**config.mk**
```make
export PLATFORM = sky130hd
export DESIGN_NAME = instruction_cache
export DESIGN_NICKNAME = d
export VERILOG_FILES = /design/src/rtl/icache_pkg.sv /design/src/rtl/icache_line_store.sv /design/src/rtl/instruction_cache.sv
export SDC_FILE = /design/constraint.sdc
export NUM_CORES = 1
export LEC_CHECK = 0
export BUFFER_PORTS_ARGS = -buffer_cell sky130_fd_sc_hd__buf_4
export CAP_MARGIN = 20
export CORE_MARGIN = 5
export CORE_UTILIZATION = 55
export DETAILED_ROUTE_END_ITERATION = 10
export PLACE_DENSITY = 0.72
export SLEW_MARGIN = 15
export SYNTH_ARGS = -nofsm -noshare
export SYNTH_HDL_FRONTEND = slang
export SYNTH_SLANG_ARGS = --single-unit
```
**constraint.sdc**
```tcl
create_clock -name clk -period 5.5 [get_ports clk]
set_input_delay 0.55 -clock clk [delete_from_list [all_inputs] [get_ports clk]]
set_output_delay 0.55 -clock clk [all_outputs]
set_load 0.005 [all_outputs]
```
**src/rtl/icache_pkg.sv**
```systemverilog
// Shared definitions for the instruction cache.
// - icache_state_e : refill controller states
// - NOP_INSTR      : bubble word inserted by the pipe register while hit is low
// - default geometry plus helpers that derive index/tag widths from a geometry
package icache_pkg;

    typedef enum logic {
        IDLE,
        REFILL
    } icache_state_e;

    // add $0,$0,$0
    localparam logic [31:0] NOP_INSTR = 32'd32;

    localparam int unsigned LINES_DEF  = 16;
    localparam int unsigned ADDR_W_DEF = 32;
    localparam int unsigned IDX_W_DEF  = $clog2(LINES_DEF);
    localparam int unsigned TAG_W_DEF  = ADDR_W_DEF - 2 - IDX_W_DEF;

    function automatic int unsigned idx_width(input int unsigned lines);
        return $clog2(lines);
    endfunction

    function automatic int unsigned tag_width(input int unsigned lines,
                                              input int unsigned addr_w);
        return addr_w - 2 - $clog2(lines);
    endfunction

endpackage

```
**src/rtl/icache_line_store.sv**
```systemverilog
// Valid/tag/data arrays for the direct-mapped instruction cache.
// Ports:
//   clk_i, rst_ni        clock, asynchronous active-low reset (clears valid bits only)
//   flush_i              invalidate every line on this edge; blocks a same-edge write
//   we_i, widx_i,
//   wtag_i, wdata_i      synchronous write port
//   ridx_i               asynchronous read index
//   rvalid_o, rtag_o,
//   rdata_o              read data for ridx_i
module icache_line_store #(
    parameter int unsigned LINES  = 16,
    parameter int unsigned IDX_W  = 4,
    parameter int unsigned TAG_W  = 26,
    parameter int unsigned DATA_W = 32
) (
    input  logic              clk_i,
    input  logic              rst_ni,
    input  logic              flush_i,
    input  logic              we_i,
    input  logic [IDX_W-1:0]  widx_i,
    input  logic [TAG_W-1:0]  wtag_i,
    input  logic [DATA_W-1:0] wdata_i,
    input  logic [IDX_W-1:0]  ridx_i,
    output logic              rvalid_o,
    output logic [TAG_W-1:0]  rtag_o,
    output logic [DATA_W-1:0] rdata_o
);

    logic [LINES-1:0] valid_q, valid_d;
    logic [TAG_W-1:0]  tag_q  [LINES];
    logic [DATA_W-1:0] data_q [LINES];

    always_comb begin
        valid_d = valid_q;
        if (flush_i) begin
            valid_d = '0;
        end else if (we_i) begin
            valid_d[widx_i] = 1'b1;
        end
    end

    always_ff @(posedge clk_i or negedge rst_ni) begin
        if (!rst_ni) begin
            valid_q <= '0;
        end else begin
            valid_q <= valid_d;
        end
    end

    // Payload arrays carry no reset; the valid bits gate every use.
    always_ff @(posedge clk_i) begin
        if (we_i && !flush_i) begin
            tag_q[widx_i]  <= wtag_i;
            data_q[widx_i] <= wdata_i;
        end
    end

    assign rvalid_o = valid_q[ridx_i];
    assign rtag_o   = tag_q[ridx_i];
    assign rdata_o  = data_q[ridx_i];

endmodule

```
**src/rtl/instruction_cache.sv**
```systemverilog
// Direct-mapped, one-word-per-line instruction cache with a req/ack refill port.
// Ports:
//   clk, reset          clock, asynchronous active-low reset
//   pc                  fetch byte address (bits [1:0] ignored)
//   flush               invalidate all lines on this edge
//   hit, instruction    combinational lookup result (instruction is 0 on a miss)
//   mem_req, mem_addr   refill request and word-aligned address, held until ack
//   mem_ack, mem_data   refill acknowledge and returned word (same cycle)
module instruction_cache
    import icache_pkg::*;
#(
    parameter int unsigned LINES  = LINES_DEF,
    parameter int unsigned ADDR_W = ADDR_W_DEF
) (
    input  logic              clk,
    input  logic              reset,
    input  logic [ADDR_W-1:0] pc,
    input  logic              flush,
    output logic              hit,
    output logic [ADDR_W-1:0] instruction,
    output logic              mem_req,
    output logic [ADDR_W-1:0] mem_addr,
    input  logic              mem_ack,
    input  logic [ADDR_W-1:0] mem_data
);

    localparam int unsigned IdxW = idx_width(LINES);
    localparam int unsigned TagW = tag_width(LINES, ADDR_W);

    icache_state_e     state_q, state_d;
    logic [ADDR_W-1:0] addr_q, addr_d;
    logic              discard_q, discard_d;
    logic              line_we;

    logic [IdxW-1:0]   pc_idx;
    logic [TagW-1:0]   pc_tag;
    logic              rd_valid;
    logic [TagW-1:0]   rd_tag;
    logic [ADDR_W-1:0] rd_data;
    logic              unused_pc_lsb;

    assign pc_idx        = pc[2+IdxW-1:2];
    assign pc_tag        = pc[ADDR_W-1:2+IdxW];
    assign unused_pc_lsb = ^pc[1:0];

    icache_line_store #(
        .LINES  (LINES),
        .IDX_W  (IdxW),
        .TAG_W  (TagW),
        .DATA_W (ADDR_W)
    ) u_store (
        .clk_i    (clk),
        .rst_ni   (reset),
        .flush_i  (flush),
        .we_i     (line_we),
        .widx_i   (addr_q[2+IdxW-1:2]),
        .wtag_i   (addr_q[ADDR_W-1:2+IdxW]),
        .wdata_i  (mem_data),
        .ridx_i   (pc_idx),
        .rvalid_o (rd_valid),
        .rtag_o   (rd_tag),
        .rdata_o  (rd_data)
    );

    // Lookups are masked during refill so the old line contents are never seen.
    assign hit         = (state_q == IDLE) && rd_valid && (rd_tag == pc_tag);
    assign instruction = hit ? rd_data : '0;
    assign mem_req     = (state_q == REFILL);
    assign mem_addr    = addr_q;

    always_comb begin
        state_d   = state_q;
        addr_d    = addr_q;
        discard_d = discard_q;
        line_we   = 1'b0;
        case (state_q)
            IDLE: begin
                // A flush on a missing cycle takes priority; no refill starts.
                if (!hit && !flush) begin
                    state_d   = REFILL;
                    addr_d    = {pc[ADDR_W-1:2], 2'b00};
                    discard_d = 1'b0;
                end
            end
            REFILL: begin
                if (flush) begin
                    discard_d = 1'b1;
                end
                if (mem_ack) begin
                    // Returned word is dropped if any flush hit this refill.
                    line_we   = !discard_q && !flush;
                    discard_d = 1'b0;
                    state_d   = IDLE;
                end
            end
            default: state_d = IDLE;
        endcase
    end

    always_ff @(posedge clk or negedge reset) begin
        if (!reset) begin
            state_q   <= IDLE;
            addr_q    <= '0;
            discard_q <= 1'b0;
        end else begin
            state_q   <= state_d;
            addr_q    <= addr_d;
            discard_q <= discard_d;
        end
    end

endmodule

```
# After elaboration in Yosys (flattened, before gate mapping)
# Memory sizes are Yosys's and may differ from the RTL's.
# Cells that the tools add are included.
# totals
regBits,48
ramBits,928
output_inout_bits,66
wordCells,44
mem_count,2
# op_classes
magnitude_cmp,3
n_eq_ne,3
n_mux,18
n_bitwise,2
reduce_logical,12
# memory_table
name,words,word_bits,rd,rd_clocked_by_memory_dff,wr,line,text
u_store.data_q,16,32,1,0,1,icache_line_store.sv:31,logic [DATA_W-1:0] data_q [LINES];
u_store.tag_q,16,26,1,0,1,icache_line_store.sv:30,logic [TAG_W-1:0] tag_q [LINES];
# ops
cell,n
$mux 16,2
$mux 32,1
$eq 26x26->1,1
$or 16x16->16,1
$mux 1,11
$lt 4x5->1 const B,2
$logic_and 1x1->1,6
$bmux 1 s4,1
$demux 1 s4,1
$ge 4x1->1 const B,1
$pmux 1 s2,2
$reduce_and 2->1,2
$logic_not 1->1,3
$ne 3x3->1 const B,1
$ne 2x1->1 const B,1
$reduce_bool 2->1,1
$not 1->1,1

# Longest topological paths before layout
# Gate-level depths: netlist of the first run.
# depth
word_depth,8
mapped_depth,13
mapped_depth_nobuf,8

# Hierarchy
# A second synthesis of the first run with hierarchy kept.
# hier_totals
cells_unflattened,1632
area_unflattened_um2,37086.8
# by_module_without_submodules
mod,n_inst,cells_per_inst,area_each_um2,seq_area_each_um2
icache_line_store,1,1484,35346.4,28267.1
instruction_cache,1,148,1740.4,800.8

# Worst setup path after synthesis of the first run
# Ideal clock, no wire load.
# synth_path
kind,input to register
startpoint,input port flush
endpoint,"memory u_store.data_q[0][0], enable pin"
setup_ps,548
arrival_time_ps,5212
slack_ps,-260
path_stages,4
n_path_buf,1
path_cell_list,clkbuf_1 -> nor4_1 -> nand2b_1 -> nor3_1
# synth_via
elab_chain_len,7
# synth_lines
element,line,text
from (decl),instruction_cache.sv:18,"input logic flush,"
$logic_not 1->1 *,"icache_line_store.sv:52, instruction_cache.sv:91",
$logic_and 1x1->1,instruction_cache.sv:91,line_we = !discard_q && !flush;
$mux 1,instruction_cache.sv:89,if (mem_ack) begin
$mux 1,instruction_cache.sv:76,case (state_q)
$logic_and 1x1->1 *,icache_line_store.sv:52,if (we_i && !flush_i) begin
$mux 1 *,icache_line_store.sv:52,
$mux 1 (implied by the code) *,icache_line_store.sv:54,data_q[widx_i] <= wdata_i;
to (decl),icache_line_store.sv:31,
# Every way passes the cells marked *; elsewhere a longest branch is shown, timed or not.

# Worst setup path after layout of the first run
# layout_path
startpoint,input port pc[4]
endpoint,output port instruction[17]
# layout_via
elab_chain_len,5
word_cells_on_any_way,8
# layout_lines
element,line,text
from (decl),instruction_cache.sv:17,"input logic [ADDR_W-1:0] pc,"
"parallel branches: the longest is 4 deep, another holds $mem_v2 16x26",--,
$mux 32 *,instruction_cache.sv:67,assign instruction = hit ? rd_data : '0;
to (decl),instruction_cache.sv:20,"output logic [ADDR_W-1:0] instruction,"
# Every way passes the cells marked *. The select of a mux whose other input is x is not followed.

==> results of run 1 <==
[worst register-to-register path, delay by kind of cell, from the launching register on]
| kind | cells | cell delay, ps |
|---|---|---|
| flip-flops | 1 | 370 |
| buffers and inverters | 1 | 350 |
| AND/OR/NAND/NOR | 2 | 700 |
| multiplexers | 3 | 1340 |
| XOR/XNOR | 1 | 200 |
| AO/OA/AOI/OAI | 2 | 460 |
[worst paths after layout]
| path | endpoint |
|---|---|
| worst max-delay path | instruction[17] |
| worst min-delay path | mem_addr[13] |
| worst max register to register | mem_addr[27] |
| worst min register to register | u_store.valid_q[8] |
| max in group asynchronous | mem_addr[31] |
| min in group asynchronous | mem_req |
[sequential cells by signal (all words and copies together), names as in the netlist]
register / cells
discard_q: 1
mem_addr: 30
mem_req: 1
u_store.data_q: 512
u_store.tag_q: 416
u_store.valid_q: 16
[layout by cell type, fill, tap and decap left out, drive strengths merged, types with 5 or more instances in the layout]
cell type	instances
nand3b	5
clkinv	47
mux2i	60
nor4	11
nor2	51
xor2	5
mux2	31
bufinv	15
dfrtp	48
nand4	5
nor2b	37
inv	8
nand2	15
clkbuf	115
mux4	257
o21ai	5
a22oi	12
xnor2	19
buf	172
edfxtp	928
and3	6
nand2b	6
nor3	14
[final cells by class]
| class | count | area, um2 |
|---|---|---|
| antenna | 1 | 2.50 |
| clock inverter | 67 | 754 |
| fill | 4469 | 24900 |
| multi-input combinational | 594 | 8530 |
| inverter | 6 | 23.8 |
| timing repair buffer | 174 | 1490 |
| sequential | 976 | 29100 |
| tap | 882 | 1100 |
| clock buffer | 114 | 2540 |
[stage by stage]
stage	cells	cell area, um2	utilization (%)
6_report	2814	43500	63.6
5_1_grt	2813	43500	63.6
4_1_cts	2812	43500	63.5
3_5_place_dp	2630	40200	58.7
3_3_place_gp	2630	40200	58.7
2_1_floorplan	1661	38000	-
[metal layers]
| metal | up-vias | share of wire (%) | global-route usage (%) |
|---|---|---|---|
| li1 | 7363 | - | - |
| met1 | 9599 | 40 | 31.0 |
| met2 | 679 | 51 | 38.8 |
| met3 | 167 | 6.3 | 4.04 |
| met4 | 8 | 2.7 | 6.31 |
| met5 | - | 0.054 | 0 |
[cell families after synthesis]
kind of cell	count (synthesis)	share of synthesized area (%)
compound gates	53	1.10
xor+xnor	24	0.554
buf+inv	91	1.29
flops	976	76.6
mux	348	18.0
other cells	1	0.00988
simple gates	167	2.41
[repair_timing]
item,4_1_cts,5_1_grt
hold buffers,1,0
hold endpoints to repair,18,0
resized for setup,0,0
[power by group through the flow]
stage | Combinational [W] | Sequential (W) | Clock (W)
after CTS | 0.000943 | 0.00869 | 0.00688
after global placement | 0.000924 | 0.00881 | 0
after detailed placement | 0.000938 | 0.00884 | 0
after global routing | 0.000988 | 0.00871 | 0.00720
final | 0.000928 | 0.00868 | 0.00678
after floorplan | 0.000547 | 0.00876 | 0
==> impl_results.md, run 1 <==
* Outcome: finished, final reports clean
* Crit-path max FO at 48
* Initial antenna violation count at 5
* Initial Util at 55.4%
* Max-cap violations at 0
* Critical path class: in2out
* Gate Count Post-Synth at 1660
* Die footprint at between 70000 and 80000 um2
* Internal power at 0.0129 W
* Final Skew at 18.3 ps
* Crit path DAT at about 4300 ps
* Synthesis-stage register bit count at 976
* Drt drc at 0
* DP HPWL at 43.9 mm
* Origin of the worst setup path: pc[4]
* P_sw at 0.00348 W
* Netlist cell types at 57
* H-tree levels at 3
* CTS root buffer: clkbuf_16
* Via Count at ~18000
* EDFF count, synth at between 900 and 1000
* Router iterations before antenna repair at 5
* Port bufs at 129
* R2R Path Start: u_store.tag_q[0][6]
* Reg2Reg Setup Slack at slightly below 2000 ps
* GP Congestion at approximately 0.74
* Slew margin rel. at between 20% and 30%
* Logic pwr share at 5.7%
* Post-synth top area cell: edfxtp_1
* Synth area leaders: edfxtp_1 (73%), mux4_2 (15%), dfrtp_1 (3.2%), mux2i_1 (1.6%), mux2_4 (1.1%)
* Final TNS setup at 0 ps
* I/O pin count at about 130
* Average cell area after synthesis at approximately 23 um2
* Worst hold-check slack at 158 ps
* Worst setup margin at 624 ps
* Post-CTS Setup Bufs at 0
* CP max stage delay at approximately 560 ps
* CTS buffer count at 96
* Worst-path clk slew at 60 ps
* DR vias/cell at 6.33
* Clock Path Buffers at 3
* WP data required at 4950 ps
* Area Growth Syn to Fin at 14.7%
* Core area at around 70000 um2
* Largest net degree at the start of global routing at 108
* Worst Hold Class: in2reg
* Rows at 96
* Highest Clock Rate at 205 MHz
* Cell area after synthesis at 37900 um2
* Worst path top cell family by delay: buffers and inverters
* Synth Warn # at 0
* Synth top cells by count: edfxtp_1 (928), mux4_2 (257), mux2i_1 (60), nor2_1 (51), dfrtp_1 (48)
* Reg power frac at 53.0%
* Latest clock arrival within the worst-skew pair at 650 ps
* Most numerous cell in the Yosys netlist: edfxtp_1
* P per Cell Area at 377 nW/um2
* Period utilisation layout at ~89%
* Share of the yosys chip area belonging to registers at 76.6%
* Tot GR Track Use at 22.8%
* Clock Power Share at 41.3%
* Predominant post-synthesis flop cell: edfxtp_1
* Total congestion overflow at 0
* Switch share at 21.2%
* Dpl ws at roughly 700 ps
* Number of cells on the critical path at 12
* Setup violators final at 0
* CP Launch Type: input port
* Post-synth top area share at 73.4%
* Crit. End Element: output port
* Hold_sp: pc[13]
* LEAKAGE at 14.2 nW
* Die H at 273 um
* Routed Antenna Nets at 0
* Die X at about 270 um
* Routed WL at between 80 and 90 mm
* Hold path cells at 2
* Reg2Reg Depth at 9
* Worst slew pin tran at approximately 1100 ps
* First-pass GRT wire length at 124 mm
* Layout Nets at 1916
* Final Slew Violations at 0
* DRT iter0 DRCs at 1648
* FFs w/ async S/R, synth at 4.92%
* Slowest cell on crit path: a2111oi_1
* WP buf/inv at 4
* WL per Instance at 30.2 um
* Maximum vdd ir drop at 0.330 mV
* Vias in the first global route at between 15000 and 20000
* Clock sink count at 976
* Critical-path cell list: buf_6, buf_12, mux4_2, mux2i_1, o22ai_1, a2111oi_1, o22ai_1, nor4_4, nand3_2, buf_4, nor2b_1, buf_4
* RSZ-0062 raised after global routing: no
* Hold Vio Cnt, Final at 0
* Power Total at roughly 0.016 W
* CTS tree: built
* Share of post-route cells with drive strength above 1 at between 30% and 40%
* Minimum clock period at about 4900 ps
Note: power is estimated with default switching activity, not from simulation.
==> run 2: changes to the inputs <==
- CTS_BUF_LIST: not set -> sky130_fd_sc_hd__clkbuf_8 sky130_fd_sc_hd__clkbuf_16
==> impl_results.md, run 2 (synthesized netlist as in run 1, its figures left out) <==
* Outcome: finished, final reports clean
* RSZ-0062 raised after global routing: no
* P per Cell Area at 376 nW/um2
* Clock sink count at 976
* Worst setup margin at 647 ps
* Hold path cells at 2
* Port bufs at 129
* Clock Path Buffers at 3
* DR vias/cell at 6.33
* Crit. End Element: output port
* Reg2Reg Depth at 9
* DRT iter0 DRCs at 1648
* Maximum vdd ir drop at between 0.3 and 0.4 mV
* Die footprint at 74300 um2
* Number of cells on the critical path at 12
* Router iterations before antenna repair at 5
* Share of post-route cells with drive strength above 1 at 33.1%
* CP Launch Type: input port
* Initial antenna violation count at 5
* Post-CTS Setup Bufs at 0
* Core area at 68500 um2
* Hold Vio Cnt, Final at 0
* Slew margin rel. at 30.2%
* Critical Path Most Common Cell: buf_4
* Critical-path cell list: buf_6, buf_4, mux4_2, nor4_1, a2111oi_0, a31oi_1, nand4_1, nor4_4, nand3_2, buf_4, nor2b_1, buf_4
* DP HPWL at 43.9 mm
* Tot GR Track Use at around 23%
* Latest clock arrival within the worst-skew pair at ~650 ps
* Fill count at roughly 4500
* CTS root buffer: clkbuf_16
* Final Skew at 17.7 ps
* Worst-path clk slew at 60 ps
* Worst slew pin tran at 1040 ps
* Routed WL at 84.7 mm
* LEAKAGE at 14.3 nW
* Minimum clock period at between 4000 and 5000 ps
* WP data required at 4950 ps
* Most common cell after layout, fill and taps aside: edfxtp_1
* CTS tree: built
* Die H at 273 um
* Max-cap violations at 0
* Dpl ws at about 700 ps
* Crit path DAT at approximately 4300 ps
* Worst path top cell family by delay: buffers and inverters
* Drt drc at 0
* H-tree levels at 3
* Crit-path max FO at 48
* Initial Util at 55.4%
* Max FFs per register at 512
* WL per Instance at between 30 and 40 um
* Critical path class: in2out
* Routed Antenna Nets at 0
* Area Growth Syn to Fin at 14.7%
* Setup violators final at 0
* Worst Hold Class: in2reg
* CP max stage delay at 590 ps
* Highest Clock Rate at 206 MHz
* Layout Nets at roughly 1900
* Final Slew Violations at 0
* GP Congestion at 0.744
* Via Count at 17800
* CTS buffer count at 96
* Vias in the first global route at around 19000
* Top reg by flops: u_store.data_q
* Largest net degree at the start of global routing at 108
* Most frequent cells in the layout: edfxtp_1 (928), mux4_2 (257), buf_4 (156), clkbuf_16 (99), mux2i_1 (60)
* Placed insts at 2630
* Die X at approximately 270 um
* Period utilisation layout at 88.2%
* WP buf/inv at 4
* Final TNS setup at 0 ps
* Layout Cells excl Fill at 2816
* Rows at 96
* First-pass GRT wire length at ~120 mm
* Total congestion overflow at 0
* I/O pin count at 134
* Slowest cell on crit path: buf_4
-- run 2: cell count changes in the layout (fill, tap and decap cells not counted) --
cell	previous run	this run
clkbuf_1	14	0
diode_2	1	3
inv_1	3	17
-- run 2: per-stage QoR --
stage	hold slack [ps]	util [%]	total power, W	instance area (um2)
final	157	63.6	0.0164	43500
after global routing	124	63.6	0.0169	43500
after CTS	117	63.5	0.0165	43500
after detailed placement	487	58.7	0.00978	40200
after global placement	473	58.7	0.00973	40200
after floorplan	254	-	0.00930	38000
-- run 2: final timing paths --
check                                     from            endpoint  slack [ps]
min in group asynchronous                reset             mem_req         540
hold / removal                          pc[13]        mem_addr[13]         160
hold reg to reg             u_store.valid_q[3]  u_store.valid_q[3]         500
setup reg to reg           u_store.tag_q[0][6]        mem_addr[27]        1940
max in group asynchronous                reset        mem_addr[31]        4420
setup / recovery                         pc[4]     instruction[17]         650
-- run 2: worst register-to-register path, stage by stage, from the launching register on --
cell and delay, ps:
edfxtp_1 370, mux4_2 460, mux4_2 490, xor2_1 200, a31oi_1 300, nand4_1 280, nor4_4 440, a311oi_4 160
buf_4 360, mux2_4 390
-- run 2: layout make-up --
cell class	instances	area (um2)	share of cell area (%)
sequential	976	29100	66.8
multi-input combinational	594	8530	19.6
clock buffer	100	2490	5.72
timing repair buffer	174	1490	3.42
tap	882	1100	2.54
clock inverter	81	807	1.85
inverter	6	23.8	0.0546
antenna	3	7.51	0.0172
-- run 2: repair_timing --
action | 4_1_cts | 5_1_grt
hold endpoints to repair | 18 | 0
gates resized for setup | 0 | 0
hold buffers | 1 | 0
-- run 2: power by group --
group	switching (W)	internal, W	leakage (nW)
Combinational	0.000482	0.000444	3.63
Sequential	0.000241	0.00844	8.94
Clock	0.00275	0.00400	1.69
-- run 2: routing by layer --
| layer | track usage [%] | wire [um] | vias to the layer above |
|---|---|---|---|
| li1 | - | - | 7365 |
| met2 | 38.8 | 43700 | 717 |
| met3 | 4.04 | 5790 | 158 |
| met5 | 0 | 46 | - |
| met4 | 6.31 | 2270 | 8 |
| met1 | 31.0 | 32900 | 9576 |
==> run 3: changes to the inputs <==
- CORE_ASPECT_RATIO: not set -> 0.9
- PLACE_DENSITY: 0.72 -> not set
- PLACE_DENSITY_LB_ADDON: not set -> 0.25
==> impl_results.md, run 3 (synthesized netlist as in run 1, its figures left out) <==
* Largest net degree at the start of global routing at 81
* Die X at 287 um
* Crit. End Element: output port
* RSZ-0062 raised after global routing: no
* Post-CTS Setup Bufs at 0
* H-tree levels at 3
* First-pass GRT wire length at 124 mm
* Slowest cell on crit path: mux4_2
* Critical-path cell list: buf_8, buf_4, mux4_2, mux2i_1, xnor2_1, a2111oi_2, o2111ai_1, nor4_4, nand3_2, buf_4, nor2b_1, buf_4
* Multi-input gate area at 8530 um2
* Total congestion overflow at 0
* Fill count at 4467
* GP Congestion at between 0.7 and 0.8
* Maximum vdd ir drop at about 0.28 mV
* Crit path DAT at 4110 ps
* Final Skew at 16.5 ps
* Rows at 91
* Die H at 259 um
* Share of post-route cells with drive strength above 1 at ~33%
* P per Cell Area at 368 nW/um2
* CTS tree: built
* Vias in the first global route at 18400
* CP max stage delay at 540 ps
* Drt drc at 0
* Most common cell after layout, fill and taps aside: edfxtp_1
* CTS root buffer: clkbuf_16
* DP HPWL at 42.9 mm
* CP Launch Type: input port
* Most frequent cells in the layout: edfxtp_1 (928), mux4_2 (257), buf_4 (156), clkbuf_16 (96), mux2i_1 (60)
* ANT cells at 0
* Max FFs per register at 512
* Fin area at 43400 um2
* CTS Hold Buffers Added at 0
* Outcome: finished, final reports clean
* Worst Hold Class: in2async
* Top reg by flops: u_store.data_q
* Hold Vio Cnt, Final at 0
* Reg2Reg Depth at 9
* Initial Util at between 50% and 60%
* WL per Instance at just under 30 um
* Port bufs at 129
* Period utilisation layout at 84.8%
* Final TNS setup at 0 ps
* Latest clock arrival within the worst-skew pair at 650 ps
* Router iterations before antenna repair at 7
* Post_cts resized at 0
* Register area at 29100 um2
* R2R Path Start: u_store.tag_q[12][6]
* Crit Reg-Reg Endpoint: mem_addr[31]
* Critical Path Most Common Cell: buf_4
* Minimum clock period at 4660 ps
* Max-cap violations at 0
* Crit-path max FO at 54
* Highest Clock Rate at 215 MHz
* Core area at 68400 um2
* Layout Nets at between 1500 and 2000
* Routed WL at 84.2 mm
* DR vias/cell at 6.23
* Routed Antenna Nets at 0
* Reg2Reg Setup Slack at 1770 ps
* Die footprint at 74400 um2
* Final Slew Violations at 0
* LEAKAGE at 14.2 nW
* Initial antenna violation count at 5
* Area Growth Syn to Fin at 14.3%
* DRT iter0 DRCs at 1774
* Clock Path Buffers at 3
* Worst slew pin tran at 1090 ps
* Clock sink count at 976
* WP data required at 4950 ps
* I/O pin count at 134
* Worst setup margin at 838 ps
* Tot GR Track Use at 23.0%
* CTS buffer count at 94
* Slew margin rel. at 27.3%
* Via Count at 17800
* Cell area after placement at 40300 um2
* Setup violators final at 0
* Critical path class: in2out
* Dpl ws at 824 ps
* Worst-path clk slew at 70 ps
run 3: cell types whose count changed in the layout (fill, tap and decap cells not counted), sizes merged:
| cell | previous run | this run |
|---|---|---|
| clkinv | 47 | 36 |
| inv | 22 | 30 |
| bufinv | 15 | 9 |
| buf | 172 | 175 |
| diode | 3 | 0 |
| clkinvlp | 3 | 4 |
| dlygate4sd3 | 1 | 0 |
run 3: how the worst max path moves through the flow:
stage / slack, ps / to / startpoint / cells after the start
final: 840 / instruction[22] / pc[2] / 12
after CTS: 780 / instruction[22] / pc[2] / 12
after global routing: 520 / instruction[22] / pc[2] / 12
after floorplan: 1330 / u_store.data_q[1][0] / flush / 4
after detailed placement: 820 / instruction[17] / pc[2] / 12
after global placement: 830 / instruction[21] / pc[3] / 12
run 3: cell type report:
type                            count  share of cell area, %
Clock buffer                      101                   5.70
Timing Repair Buffer              175                   3.53
Multi-Input combinational cell    594                   19.7
Inverter                            6                 0.0548
Sequential cell                   976                   67.0
Clock inverter                     73                   1.34
Tap cell                          930                   2.68
run 3: layer usage:
| metal | global-route usage (%) | routed length [um] |
|---|---|---|
| met1 | 33.1 | 34600 |
| met2 | 37.7 | 42300 |
| met3 | 4.38 | 5560 |
| met4 | 4.77 | 1680 |
| met5 | 0 | 62 |
run 3: worst max-delay path: cells and delay by family:
| kind | cells | cell delay, ps |
|---|---|---|
| XOR/XNOR | 1 | 120 |
| multiplexers | 2 | 770 |
| buffers and inverters | 4 | 1290 |
| AND/OR/NAND/NOR | 3 | 720 |
| AO/OA/AOI/OAI | 2 | 560 |
run 3: power by group:
| part | leakage (nW) | internal (W) | switching, W | total [W] |
|---|---|---|---|---|
| registers | 8.94 | 0.00844 | 0.000247 | 0.00869 |
| logic | 3.65 | 0.000448 | 0.000480 | 0.000928 |
| clock network | 1.57 | 0.00366 | 0.00268 | 0.00634 |
run 3: through the flow:
step | instances | hold slack, ps | utilization [%] | power (W)
after floorplan | 1661 | 254 | - | 0.00930
after global placement | 2680 | 473 | 58.9 | 0.00974
after detailed placement | 2681 | 490 | 58.9 | 0.00979
after CTS | 2855 | 1.46 | 63.4 | 0.0161
after global routing | 2855 | 50.8 | 63.4 | 0.0165
final | 2855 | 17.6 | 63.4 | 0.0160
